[src/rtl/adc_period_meter.sv]
// Hysteresis comparator on an ADC sample stream, then averaged rising-edge period
// measurement in sys_clk cycles with loss-of-signal detection.
//
// state  | meaning
// S_IDLE | no reference edge yet; waiting for the first rising crossing
// S_ARM  | one edge seen; the next edge yields the first full period
// S_ACC  | accumulating periods; every 2^AVG_LOG2 periods publishes a result
module adc_period_meter #(
  parameter int DATA_W   = 12,
  parameter int CNT_W    = 32,
  parameter int HYST     = 64,
  parameter int AVG_LOG2 = 2,
  parameter int TIMEOUT  = 26_000_000
) (
  input  logic              sys_clk,
  input  logic              sys_rst,
  input  logic              i_sample_valid,
  input  logic [DATA_W-1:0] i_sample,
  input  logic [DATA_W-1:0] i_thresh,
  output logic              o_square,
  output logic [CNT_W-1:0]  o_period,
  output logic              o_period_valid,
  output logic              o_no_signal
);

  localparam int ACC_W = CNT_W + AVG_LOG2;
  localparam int IDX_W = AVG_LOG2 + 1;
  localparam logic [IDX_W-1:0]  IDX_LAST  = IDX_W'(1 << AVG_LOG2);
  localparam logic [DATA_W:0]   HYST_X    = (DATA_W + 1)'(HYST);
  localparam logic [DATA_W:0]   FULL_X    = (DATA_W + 1)'((1 << DATA_W) - 1);
  localparam logic [CNT_W-1:0]  TIMEOUT_C = CNT_W'(TIMEOUT);

  typedef enum logic [1:0] {S_IDLE, S_ARM, S_ACC} state_t;

  state_t             state_q, state_d;
  logic               sq_q, sq_d;
  logic               sq_prev_q;
  logic [CNT_W-1:0]   cnt_q, cnt_d;
  logic [ACC_W-1:0]   acc_q, acc_d;
  logic [IDX_W-1:0]   idx_q, idx_d;
  logic [CNT_W-1:0]   period_q, period_d;
  logic               valid_q, valid_d;
  logic               nosig_q, nosig_d;

  logic [DATA_W:0]    th_hi_x, th_lo_x;
  logic [DATA_W-1:0]  th_hi, th_lo;
  logic               rise, tmo;
  logic [ACC_W-1:0]   acc_sum;
  logic [IDX_W-1:0]   idx_inc;

  // Thresholds are formed one bit wider so both ends can saturate cleanly.
  always_comb begin
    th_hi_x = {1'b0, i_thresh} + HYST_X;
    th_lo_x = {1'b0, i_thresh} - HYST_X;
    th_hi   = (th_hi_x > FULL_X) ? FULL_X[DATA_W-1:0] : th_hi_x[DATA_W-1:0];
    th_lo   = th_lo_x[DATA_W] ? '0 : th_lo_x[DATA_W-1:0];
  end

  always_comb begin
    sq_d = sq_q;
    if (i_sample_valid) begin
      if (!sq_q && (i_sample >= th_hi)) begin
        sq_d = 1'b1;
      end else if (sq_q && (i_sample <= th_lo)) begin
        sq_d = 1'b0;
      end
    end
  end

  // An edge in the terminal-count cycle wins over the timeout.
  assign rise = sq_q & ~sq_prev_q;
  assign tmo  = (state_q != S_IDLE) && !rise && (cnt_q == TIMEOUT_C);

  always_ff @(posedge sys_clk or posedge sys_rst) begin
    if (sys_rst) begin
      state_q <= S_IDLE;
    end else begin
      state_q <= state_d;
    end
  end

  always_comb begin
    state_d = state_q;
    unique case (state_q)
      S_IDLE:  if (rise) state_d = S_ARM;
      S_ARM:   if (rise) state_d = S_ACC; else if (tmo) state_d = S_IDLE;
      S_ACC:   if (tmo)  state_d = S_IDLE;
      default: state_d = S_IDLE;
    endcase
  end

  always_comb begin
    cnt_d    = (cnt_q == '1) ? cnt_q : cnt_q + CNT_W'(1);
    acc_d    = acc_q;
    idx_d    = idx_q;
    period_d = period_q;
    valid_d  = 1'b0;
    nosig_d  = nosig_q;
    acc_sum  = ((state_q == S_ARM) ? '0 : acc_q) + ACC_W'(cnt_q);
    idx_inc  = ((state_q == S_ARM) ? '0 : idx_q) + IDX_W'(1);
    if (rise) begin
      cnt_d = CNT_W'(1);
    end
    if (tmo) begin
      acc_d   = '0;
      idx_d   = '0;
      nosig_d = 1'b1;
    end else if (rise && (state_q != S_IDLE)) begin
      if (idx_inc == IDX_LAST) begin
        period_d = CNT_W'(acc_sum >> AVG_LOG2);
        valid_d  = 1'b1;
        nosig_d  = 1'b0;
        acc_d    = '0;
        idx_d    = '0;
      end else begin
        acc_d = acc_sum;
        idx_d = idx_inc;
      end
    end
  end

  always_ff @(posedge sys_clk or posedge sys_rst) begin
    if (sys_rst) begin
      sq_q      <= 1'b0;
      sq_prev_q <= 1'b0;
      cnt_q     <= '0;
      acc_q     <= '0;
      idx_q     <= '0;
      period_q  <= '0;
      valid_q   <= 1'b0;
      nosig_q   <= 1'b1;
    end else begin
      sq_q      <= sq_d;
      sq_prev_q <= sq_q;
      cnt_q     <= cnt_d;
      acc_q     <= acc_d;
      idx_q     <= idx_d;
      period_q  <= period_d;
      valid_q   <= valid_d;
      nosig_q   <= nosig_d;
    end
  end

  assign o_square       = sq_q;
  assign o_period       = period_q;
  assign o_period_valid = valid_q;
  assign o_no_signal    = nosig_q;

endmodule

[config.mk]
export PLATFORM = sky130hd
export DESIGN_NAME = adc_period_meter
export DESIGN_NICKNAME = d
export VERILOG_FILES = /design/src/rtl/adc_period_meter.sv
export SDC_FILE = /design/constraint.sdc
export NUM_CORES = 1
export LEC_CHECK = 0
export ABC_AREA = 0
export CAP_MARGIN = 20
export CORE_MARGIN = 1.5
export CORE_UTILIZATION = 45
export CTS_BUF_LIST = sky130_fd_sc_hd__clkbuf_4 sky130_fd_sc_hd__clkbuf_8
export CTS_CLUSTER_SIZE = 14
export DETAILED_ROUTE_END_ITERATION = 7
export PLACE_DENSITY = 0.69
export SYNTH_ARGS = -nofsm -noshare
export SYNTH_HDL_FRONTEND = slang
export SYNTH_SLANG_ARGS = --single-unit
[constraint.sdc]
create_clock -name sys_clk -period 7.7 [get_ports sys_clk]
set_input_delay 1.54 -clock sys_clk [delete_from_list [all_inputs] [get_ports sys_clk]]
set_output_delay 1.54 -clock sys_clk [all_outputs]
set_load 0.005 [all_outputs]
==> flow_summary_export.csv, run 1 <==
group,metric,value,unit
sta,max-slew-margin-rel,0.305,
clock_network,holdBufCountCts,0,
floorplanning,num_rows,46,
global_route,grt_pass1_vias,5748,
power,ir_drop,109,uV
routing,ant_nets,0,
yosys,yosys.area.top_type,"dfrtp_1",
run_status,outcome,"completed",
clock_network,clockRootBuffer,"clkbuf_8",
clock_network,htree_levels,3,
yosys,synth_nets,925,
power,power_density,168,nW/um2
global_route,grt_max_degree,76,
critical_path,crit_family,"compound AO/OA/AOI/OAI gates",
final_layout,drive_gt1_frac,0.0472,
global_route,grt_pass1_wl,28100,um
sta,setup_viol,0,
yosys,synth.top_cell.area_share,0.366,
sta,whs,0.480,ns
yosys,synth_most_common_cell,"nand2_1",
yosys,synth_area_leaders,"dfrtp_1, ha_1, nand2_1",
place,place_area,8070,um2
sta,fin_skew,0.0180,ns
final_layout,area_delta_synth_final,14.7,%
place,detailed_place_hpwl,12400,um
critical_path,crit_arrival,5.15,ns
floorplanning,start_util,0.458,
critical_path,cp_cell_sequence,"clkdlybuf4s50_1 -> inv_1 -> ha_1 -> nand2_1 -> nor3_1 -> maj3_1 -> nor2b_1 -> or2_2 -> ha_1 -> nand2b_1 -> a21o_1 -> a21o_1 -> a211oi_1 -> o21ai_1 -> a211oi_1 -> o21ai_0 -> a22o_1",
critical_path,max_stage_delay,0.54,ns
critical_path,critPathCaptureType,"register",
global_route,grtUsageTotal,0.210,
yosys,ys_types,61,
routing,drt_pass1_iterations,5,
floorplanning,die_area,16900,um2
clock_network,clk_pin_slew,0.10,ns
routing,drt_wl_total,16800,um
clock_network,insertion_delay,0.40,ns
sta,final-hold-violation-count,0,
floorplanning,die_w,130,um
sta,setup_tns,0,ns
critical_path,worstPathRequired,7.99,ns
routing,viasPerCell,5.46,
final_layout,final_area,8310,um2
place,port_buffers,61,
yosys,synth_edf_count,0,
critical_path,path_class,"in2reg",
clock_network,tritoncts,"built",
final_layout,nFillCells,1484,
yosys,seq_area_frac_synth,0.370,
routing,vias,6043,
clock_network,postCtsResizedCells,0,
clock_network,post_cts_buffers,0,
floorplanning,core,15800,um2
yosys,synth.avg_cell_area,8.69,um2
yosys,synth_ff_type,"dfrtp_1",
final_layout,nets,976,
job,maxCapViolations,0,
routing,dr.first_iter.drc_count,333,
yosys,yosys_warnings,0,
critical_path,r2r_slack,3.60,ns
power,leakage,3.76,nW
final_layout,diodes,0,
sta,rsz0062_at_grt,"false",
floorplanning,fp.dieH,130,um
sta,slew_violations,0,
critical_path,start_kind,"input pin",
hold_path,hp-class,"reg2reg",
critical_path,crit_buf_inv,2,
routing,route.detailed.drc,0,
sta,worst_pin_slew,1.04,ns
sta,fmax,0.206,GHz
sta,post-route-period-util,0.631,
yosys,ys_ff_latch,107,
sta,period_minus_slack,4.86,ns
critical_path,worstPathMaxFanout,9,
yosys,synth_area,7240,um2
clock_network,clock-sinks,107,
place,place_congestion,0.884,
global_route,antenna_found_initial,0,
clock_network,numCtsBuffers,9,
clock_network,cts_buffer_depth,2,
routing,wire_per_inst,15.2,um
yosys,synth_commonest_cells,"nand2_1, dfrtp_1, nor2_1",
yosys,syn_inst,834,
critical_path,slowest_stage,"clkdlybuf4s50_1",
yosys,postSynth.asyncResetShare,1.00,
floorplanning,top_level_ports,62,
global_route,grt-ovfl-total,0,
worst paths after layout:
kind	start	endpoint	cells after the start
worst min-delay path	acc_q[21]	acc_q[21]	2
worst max register to register	state_q[1]	o_period[31]	12
max in group asynchronous	sys_rst	o_period[10]	3
min in group asynchronous	sys_rst	acc_q[30]	2
worst max-delay path	i_thresh[6]	o_square	17
worst min register to register	acc_q[21]	acc_q[21]	2
power breakdown:
part           total, mW  switching, mW  internal [mW]
combinational      0.392          0.241          0.151
clock              0.367          0.203          0.164
sequential         0.639         0.0385          0.601
total               1.40          0.482          0.917
tightest hold or removal path, cell delays in order (launching register included):
cell and delay (ns):
dfrtp_1 0.35, nand2_1 0.04, o21ai_0 0.06
placed cells by master (no fill, tap or decap), types with 4 or more instances in the layout:
cell type | Yosys | final
o21ai_0 | 63 | 63
o211ai_1 | 5 | 5
and3_1 | 14 | 14
ha_1 | 63 | 63
clkdlybuf4s50_1 | 0 | 61
nand4_1 | 15 | 15
xnor2_1 | 30 | 30
a211oi_1 | 8 | 8
nand2b_1 | 11 | 11
o31ai_1 | 4 | 4
nand2_1 | 112 | 112
buf_4 | 0 | 5
a21o_1 | 17 | 17
nor3_1 | 8 | 8
a31oi_1 | 7 | 7
nand3_1 | 29 | 28
o21a_1 | 7 | 7
nor2b_1 | 7 | 6
nor4_1 | 7 | 7
and2_1 | 41 | 41
dfrtp_1 | 106 | 106
o21ai_1 | 25 | 24
xor2_1 | 30 | 30
a21oi_1 | 36 | 36
clkbuf_8 | 0 | 10
nor2_1 | 72 | 72
inv_1 | 23 | 22
a22o_1 | 8 | 8
routing by layer:
metal | up-vias | part of all wire | global-route usage
met3 | 17 | 0.040 | 0.0336
met5 | - | 0 | 0
li1 | 3054 | - | -
met2 | 114 | 0.46 | 0.339
met4 | 0 | 0.017 | 0.0797
met1 | 2858 | 0.48 | 0.284
layout make-up:
class	count	area, um2	share of cell area
flip-flops and latches	107	2680	0.322
repair buffers	68	681	0.0819
well taps	216	270	0.0325
inverters	23	88.8	0.0107
multi-input cells	676	4390	0.528
clock buffers	11	145	0.0175
clock inverters	5	62.6	0.00753
cells by family after synthesis:
group | share of synthesized area
compound gates | 0.185
xor+xnor | 0.0725
fa+ha+maj | 0.113
buf+inv | 0.0264
flops | 0.370
mux | 0.00881
simple gates | 0.224
metrics by stage:
stage / worst slack, ns / std cells / utilization / power [mW]
global route: 2.55 / 1106 / 0.525 / 1.49
CTS: 2.86 / 1104 / 0.523 / 1.41
detailed placement: 2.43 / 1088 / 0.510 / 1.04
finish: 2.84 / 1106 / 0.525 / 1.40
floorplan: 3.20 / 834 / - / 0.914
global placement: 2.49 / 1088 / 0.510 / 1.03
flip-flops by register name, summed over array words and instances, names as in the netlist:
| register | count |
|---|---|
| acc_q | 34 |
| o_period_valid | 1 |
| sq_prev_q | 1 |
| o_no_signal | 1 |
| o_square | 1 |
| cnt_q | 32 |
| o_period | 32 |
| state_q | 2 |
| idx_q | 3 |
No activity file was read; power rests on OpenSTA's default activity.
==> run 2: changes to the inputs <==
Settings changed: PLACE_DENSITY 0.69 to 0.71.
Clock period 7.7 ns to 4.13 ns, I/O delays scaled along.
==> flow_summary_export.csv, run 2 (synthesized netlist as in run 1, its figures left out) <==
group,metric,value,unit
clock_network,tritoncts,"built",
sta,max-slew-margin-rel,0.435,
critical_path,start_kind,"register",
sta,period_minus_slack,3.90,ns
sta,setup_viol,0,
critical_path,cp_num_cells,12,
clock_network,htree_levels,3,
place,detailed_place_hpwl,12800,um
global_route,grt-ovfl-total,0,
sta,fin_ws,0.226,ns
clock_network,holdBufCountCts,0,
routing,vias,6168,
final_layout,area_delta_synth_final,15.0,%
critical_path,worstPathRequired,4.46,ns
sta,setup_tns,0,ns
global_route,grt_pass1_wl,28600,um
floorplanning,top_level_ports,62,
routing,viasPerCell,5.54,
power,clkPwrFrac,0.237,
final_layout,largest_reg_flops,34,
clock_network,postCtsResizedCells,0,
routing,drt_pass1_iterations,4,
final_layout,final_common_cell,"nand2_1",
critical_path,max_stage_delay,0.48,ns
clock_network,clock-sinks,107,
critical_path,worstRegToRegCells,12,
power,power_switching,885,uW
final_layout,diodes,0,
final_layout,largest_register,"acc_q",
power,power_density,303,nW/um2
sta,worst_pin_slew,0.848,ns
power,power_frac_comb,0.291,
sta,rsz0062_at_grt,"false",
power,power_frac_seq,0.472,
global_route,antenna_found_initial,0,
clock_network,numCtsBuffers,9,
clock_network,cts_buffer_depth,2,
power,sw_frac_of_total,0.351,
critical_path,crit_arrival,4.23,ns
clock_network,post_cts_buffers,0,
hold_path,hp-class,"reg2reg",
routing,drt_wl_total,16900,um
routing,dr.first_iter.drc_count,304,
hold_path,hold_depth,2,
routing,route.detailed.drc,0,
sta,fmax,0.256,GHz
critical_path,critPathCaptureType,"register",
place,place_congestion,0.896,
final_layout,drive_gt1_frac,0.0557,
place,pre_cts_ws,-0.124,ns
sta,post-route-period-util,0.945,
power,internal-power,1.64,mW
final_layout,nets,985,
job,maxCapViolations,0,
floorplanning,core,15800,um2
global_route,grtUsageTotal,0.213,
floorplanning,num_rows,46,
sta,final-hold-violation-count,0,
critical_path,slowest_stage,"or4_1",
sta,fin_skew,0.0125,ns
sta,slew_violations,0,
clock_network,insertion_delay,0.38,ns
floorplanning,start_util,0.458,
routing,wire_per_inst,15.1,um
global_route,grt_max_degree,62,
floorplanning,die_area,16900,um2
critical_path,crit_family,"simple AND/OR/NAND/NOR gates",
final_layout,final_cell_mix,"nand2_1, dfrtp_1, nor2_1",
floorplanning,die_w,130,um
run_status,outcome,"completed",
floorplanning,fp.dieH,130,um
place,port_buffers,61,
global_route,grt_pass1_vias,5908,
critical_path,path_class,"reg2reg",
critical_path,crit_buf_inv,1,
critical_path,worstPathMaxFanout,15,
routing,ant_nets,0,
power,leakage,3.79,nW
critical_path,cp_cell_sequence,"nand2b_1 -> buf_4 -> and2_1 -> ha_1 -> and3_1 -> and2_4 -> a2111oi_2 -> a211oi_4 -> a31oi_2 -> o31a_1 -> or4_1 -> nand3_1",
clock_network,clockRootBuffer,"clkbuf_8",
clock_network,clk_pin_slew,0.10,ns
power,ir_drop,176,uV
[run 2: changes by cell type in the layout (fill, tap and decap cells not counted), sizes merged]
| cell | previous run | this run |
|---|---|---|
| buf | 7 | 16 |
| clkinvlp | 2 | 0 |
| bufinv | 1 | 0 |
| clkinv | 2 | 3 |
| inv | 23 | 24 |
[run 2: cell type report]
| class | instances | area [um2] |
|---|---|---|
| flip-flops and latches | 107 | 2680 |
| inverters | 23 | 88.8 |
| clock buffers | 11 | 139 |
| multi-input cells | 676 | 4390 |
| fillers | 1459 | 7490 |
| well taps | 216 | 270 |
| clock inverters | 4 | 27.5 |
| repair buffers | 77 | 743 |
[run 2: routing by layer]
| layer | global-route usage | share of wire | wire, um |
|---|---|---|---|
| met2 | 0.360 | 0.47 | 7990 |
| met4 | 0.0706 | 0.016 | 270 |
| met1 | 0.281 | 0.47 | 7980 |
| met3 | 0.0308 | 0.037 | 628 |
| met5 | 0 | 0 | 0 |
[run 2: final timing paths]
check / startpoint / end / slack, ns
setup / recovery: state_q[1] / o_period[31] / 0.23
hold / removal: acc_q[23] / acc_q[23] / 0.48
setup reg to reg: state_q[1] / o_period[31] / 0.23
hold reg to reg: acc_q[23] / acc_q[23] / 0.48
max in group asynchronous: sys_rst / acc_q[21] / 2.46
min in group asynchronous: sys_rst / acc_q[29] / 0.94
[run 2: power groups by stage]
stage | registers, mW | logic (mW) | clock network, mW
5_1_grt | 1.21 | 0.827 | 0.654
4_1_cts | 1.19 | 0.742 | 0.614
6_report | 1.19 | 0.734 | 0.599
3_3_place_gp | 1.21 | 0.725 | 0
2_1_floorplan | 1.19 | 0.512 | 0
3_5_place_dp | 1.21 | 0.741 | 0
[run 2: per-stage QoR]
| step | instances | hold slack, ns | utilization | power [mW] | cell area [um2] |
|---|---|---|---|---|---|
| 2_1_floorplan | 834 | 0.442 | - | 1.70 | 7240 |
| 3_3_place_gp | 1099 | 0.456 | 0.516 | 1.93 | 8170 |
| 3_5_place_dp | 1099 | 0.464 | 0.516 | 1.95 | 8170 |
| 4_1_cts | 1114 | 0.487 | 0.526 | 2.55 | 8330 |
| 5_1_grt | 1114 | 0.509 | 0.526 | 2.69 | 8330 |
| 6_report | 1114 | 0.483 | 0.526 | 2.52 | 8330 |
[run 2: tightest hold or removal path: stages (launching register included)]
cell     delay [ns]
dfrtp_1        0.35
nand2_1        0.05
o21ai_0        0.06
==> run 3: changes to the inputs <==
Settings changed: PLACE_DENSITY 0.71 to 0.72.
==> flow_summary_export.csv, run 3 (synthesized netlist as in run 1, its figures left out) <==
group,metric,value,unit
critical_path,crit_end,"o_square",
clock_network,clock-sinks,107,
routing,drt_pass1_iterations,4,
final_layout,area_delta_synth_final,15.8,%
routing,wire_per_inst,15.5,um
final_layout,final_area,8390,um2
floorplanning,fp.dieH,130,um
clock_network,insertion_delay,0.40,ns
sta,rsz0062_at_grt,"false",
routing,top_layer_used,"met4",
clock_network,clk_pin_slew,0.09,ns
place,dp_cells,1100,
floorplanning,die_area,16900,um2
sta,final-hold-violation-count,0,
place,place_congestion,0.869,
floorplanning,core,15800,um2
hold_path,hp-class,"reg2reg",
critical_path,path_class,"in2reg",
routing,route.detailed.drc,0,
power,ir_drop,157,uV
global_route,antenna_found_initial,0,
critical_path,r2r_end,"o_period[28]",
critical_path,crit_arrival,4.11,ns
place,port_buffers,61,
sta,slew_violations,0,
sta,worst_pin_slew,0.976,ns
clock_network,clockRootBuffer,"clkbuf_8",
critical_path,critPathCaptureType,"register",
global_route,grt-ovfl-total,0,
final_layout,largest_register,"acc_q",
sta,whs,0.482,ns
critical_path,worstPathRequired,4.42,ns
sta,fmax,0.262,GHz
clock_network,tritoncts,"built",
sta,setup_tns,0,ns
routing,wl_met2,8140,um
floorplanning,start_util,0.458,
final_layout,diodes,0,
final_layout,final_util,0.530,
clock_network,holdBufCountCts,0,
floorplanning,die_w,130,um
power,leakage,3.81,nW
final_layout,regArea,2680,um2
global_route,grtUsageTotal,0.219,
critical_path,worstRegToRegCells,12,
sta,post-route-period-util,0.926,
job,maxCapViolations,0,
routing,drt_wl_total,17300,um
global_route,grt_pass1_wl,29100,um
routing,ant_nets,0,
run_status,outcome,"completed",
sta,fin_skew,0.00981,ns
place,place_area,8170,um2
place,pre_cts_ws,-0.113,ns
routing,dr.first_iter.drc_count,310,
critical_path,start_kind,"input pin",
global_route,grt_pass1_vias,5947,
floorplanning,num_rows,46,
final_layout,drive_gt1_frac,0.0578,
global_route,grt_max_degree,64,
clock_network,postCtsResizedCells,0,
sta,setup_viol,0,
routing,vias,6168,
clock_network,cts_buffer_depth,2,
place,detailed_place_hpwl,13000,um
final_layout,final_cell_mix,"nand2_1, dfrtp_1, nor2_1",
clock_network,numCtsBuffers,9,
critical_path,timing.rr.start,"state_q[1]",
critical_path,crit_path_start,"i_thresh[6]",
routing,wl_met3,751,um
power,power_density,316,nW/um2
final_layout,finalNonFillerCells,1116,
routing,viasPerCell,5.53,
power,p_total,2.65,mW
sta,max-slew-margin-rel,0.349,
critical_path,r2r_slack,0.32,ns
final_layout,nFillCells,1490,
routing,wl_met1,8010,um
sta,fin_ws,0.307,ns
floorplanning,top_level_ports,62,
clock_network,htree_levels,3,
clock_network,post_cts_buffers,0,
final_layout,nets,986,
sta,period_minus_slack,3.82,ns
final_layout,final_common_cell,"nand2_1",
final_layout,multi_input_area,4390,um2
critical_path,worstPathMaxFanout,2,
final_layout,largest_reg_flops,34,
[run 3: cell types whose count changed in the layout (fill, tap and decap cells not counted), sizes merged]
| cell | change |
|---|---|
| bufinv | +1 |
| buf | +1 |
| clkinv | -3 |
| inv | -1 |
| clkbuf | +2 |
| clkinvlp | +2 |
[run 3: worst min-delay path by stage]
stage / depth (start not counted) / to / slack [ns] / from
2_1_floorplan: 2 / acc_q[13] / 0.44 / acc_q[13]
3_3_place_gp: 2 / acc_q[22] / 0.45 / acc_q[22]
3_5_place_dp: 2 / acc_q[22] / 0.47 / acc_q[22]
4_1_cts: 2 / acc_q[22] / 0.49 / acc_q[22]
5_1_grt: 2 / acc_q[24] / 0.51 / acc_q[24]
6_report: 2 / acc_q[29] / 0.48 / acc_q[29]
[run 3: critical path, stage by stage]
cell and delay [ns]:
clkdlybuf4s50_1 0.47, inv_1 0.06, ha_1 0.30, nand2_1 0.06, nor3_1 0.04, maj3_1 0.34, nor2b_1 0.16, or2_2 0.27
ha_1 0.26, nand2b_1 0.14, a21o_1 0.17, a21o_1 0.17, a211oi_1 0.24, o21ai_1 0.10, a211oi_1 0.18, o21ai_0 0.11
a22o_1 0.21
[run 3: layer usage]
metal | up-vias | track usage
li1 | 3072 | -
met1 | 2952 | 0.290
met2 | 118 | 0.360
met3 | 26 | 0.0344
met4 | 0 | 0.0889
met5 | - | 0
[run 3: cell type report]
type / instances / share of cell area
Timing Repair Buffer: 78 / 0.0895
Multi-Input combinational cell: 676 / 0.523
Clock inverter: 3 / 0.00537
Clock buffer: 13 / 0.0206
Tap cell: 216 / 0.0322
Sequential cell: 107 / 0.319
Inverter: 23 / 0.0106
[run 3: where the power goes]
group          switching (mW)  internal (mW)
Combinational           0.454          0.297
Sequential             0.0725           1.12
Clock                   0.371          0.337
Total                   0.897           1.75
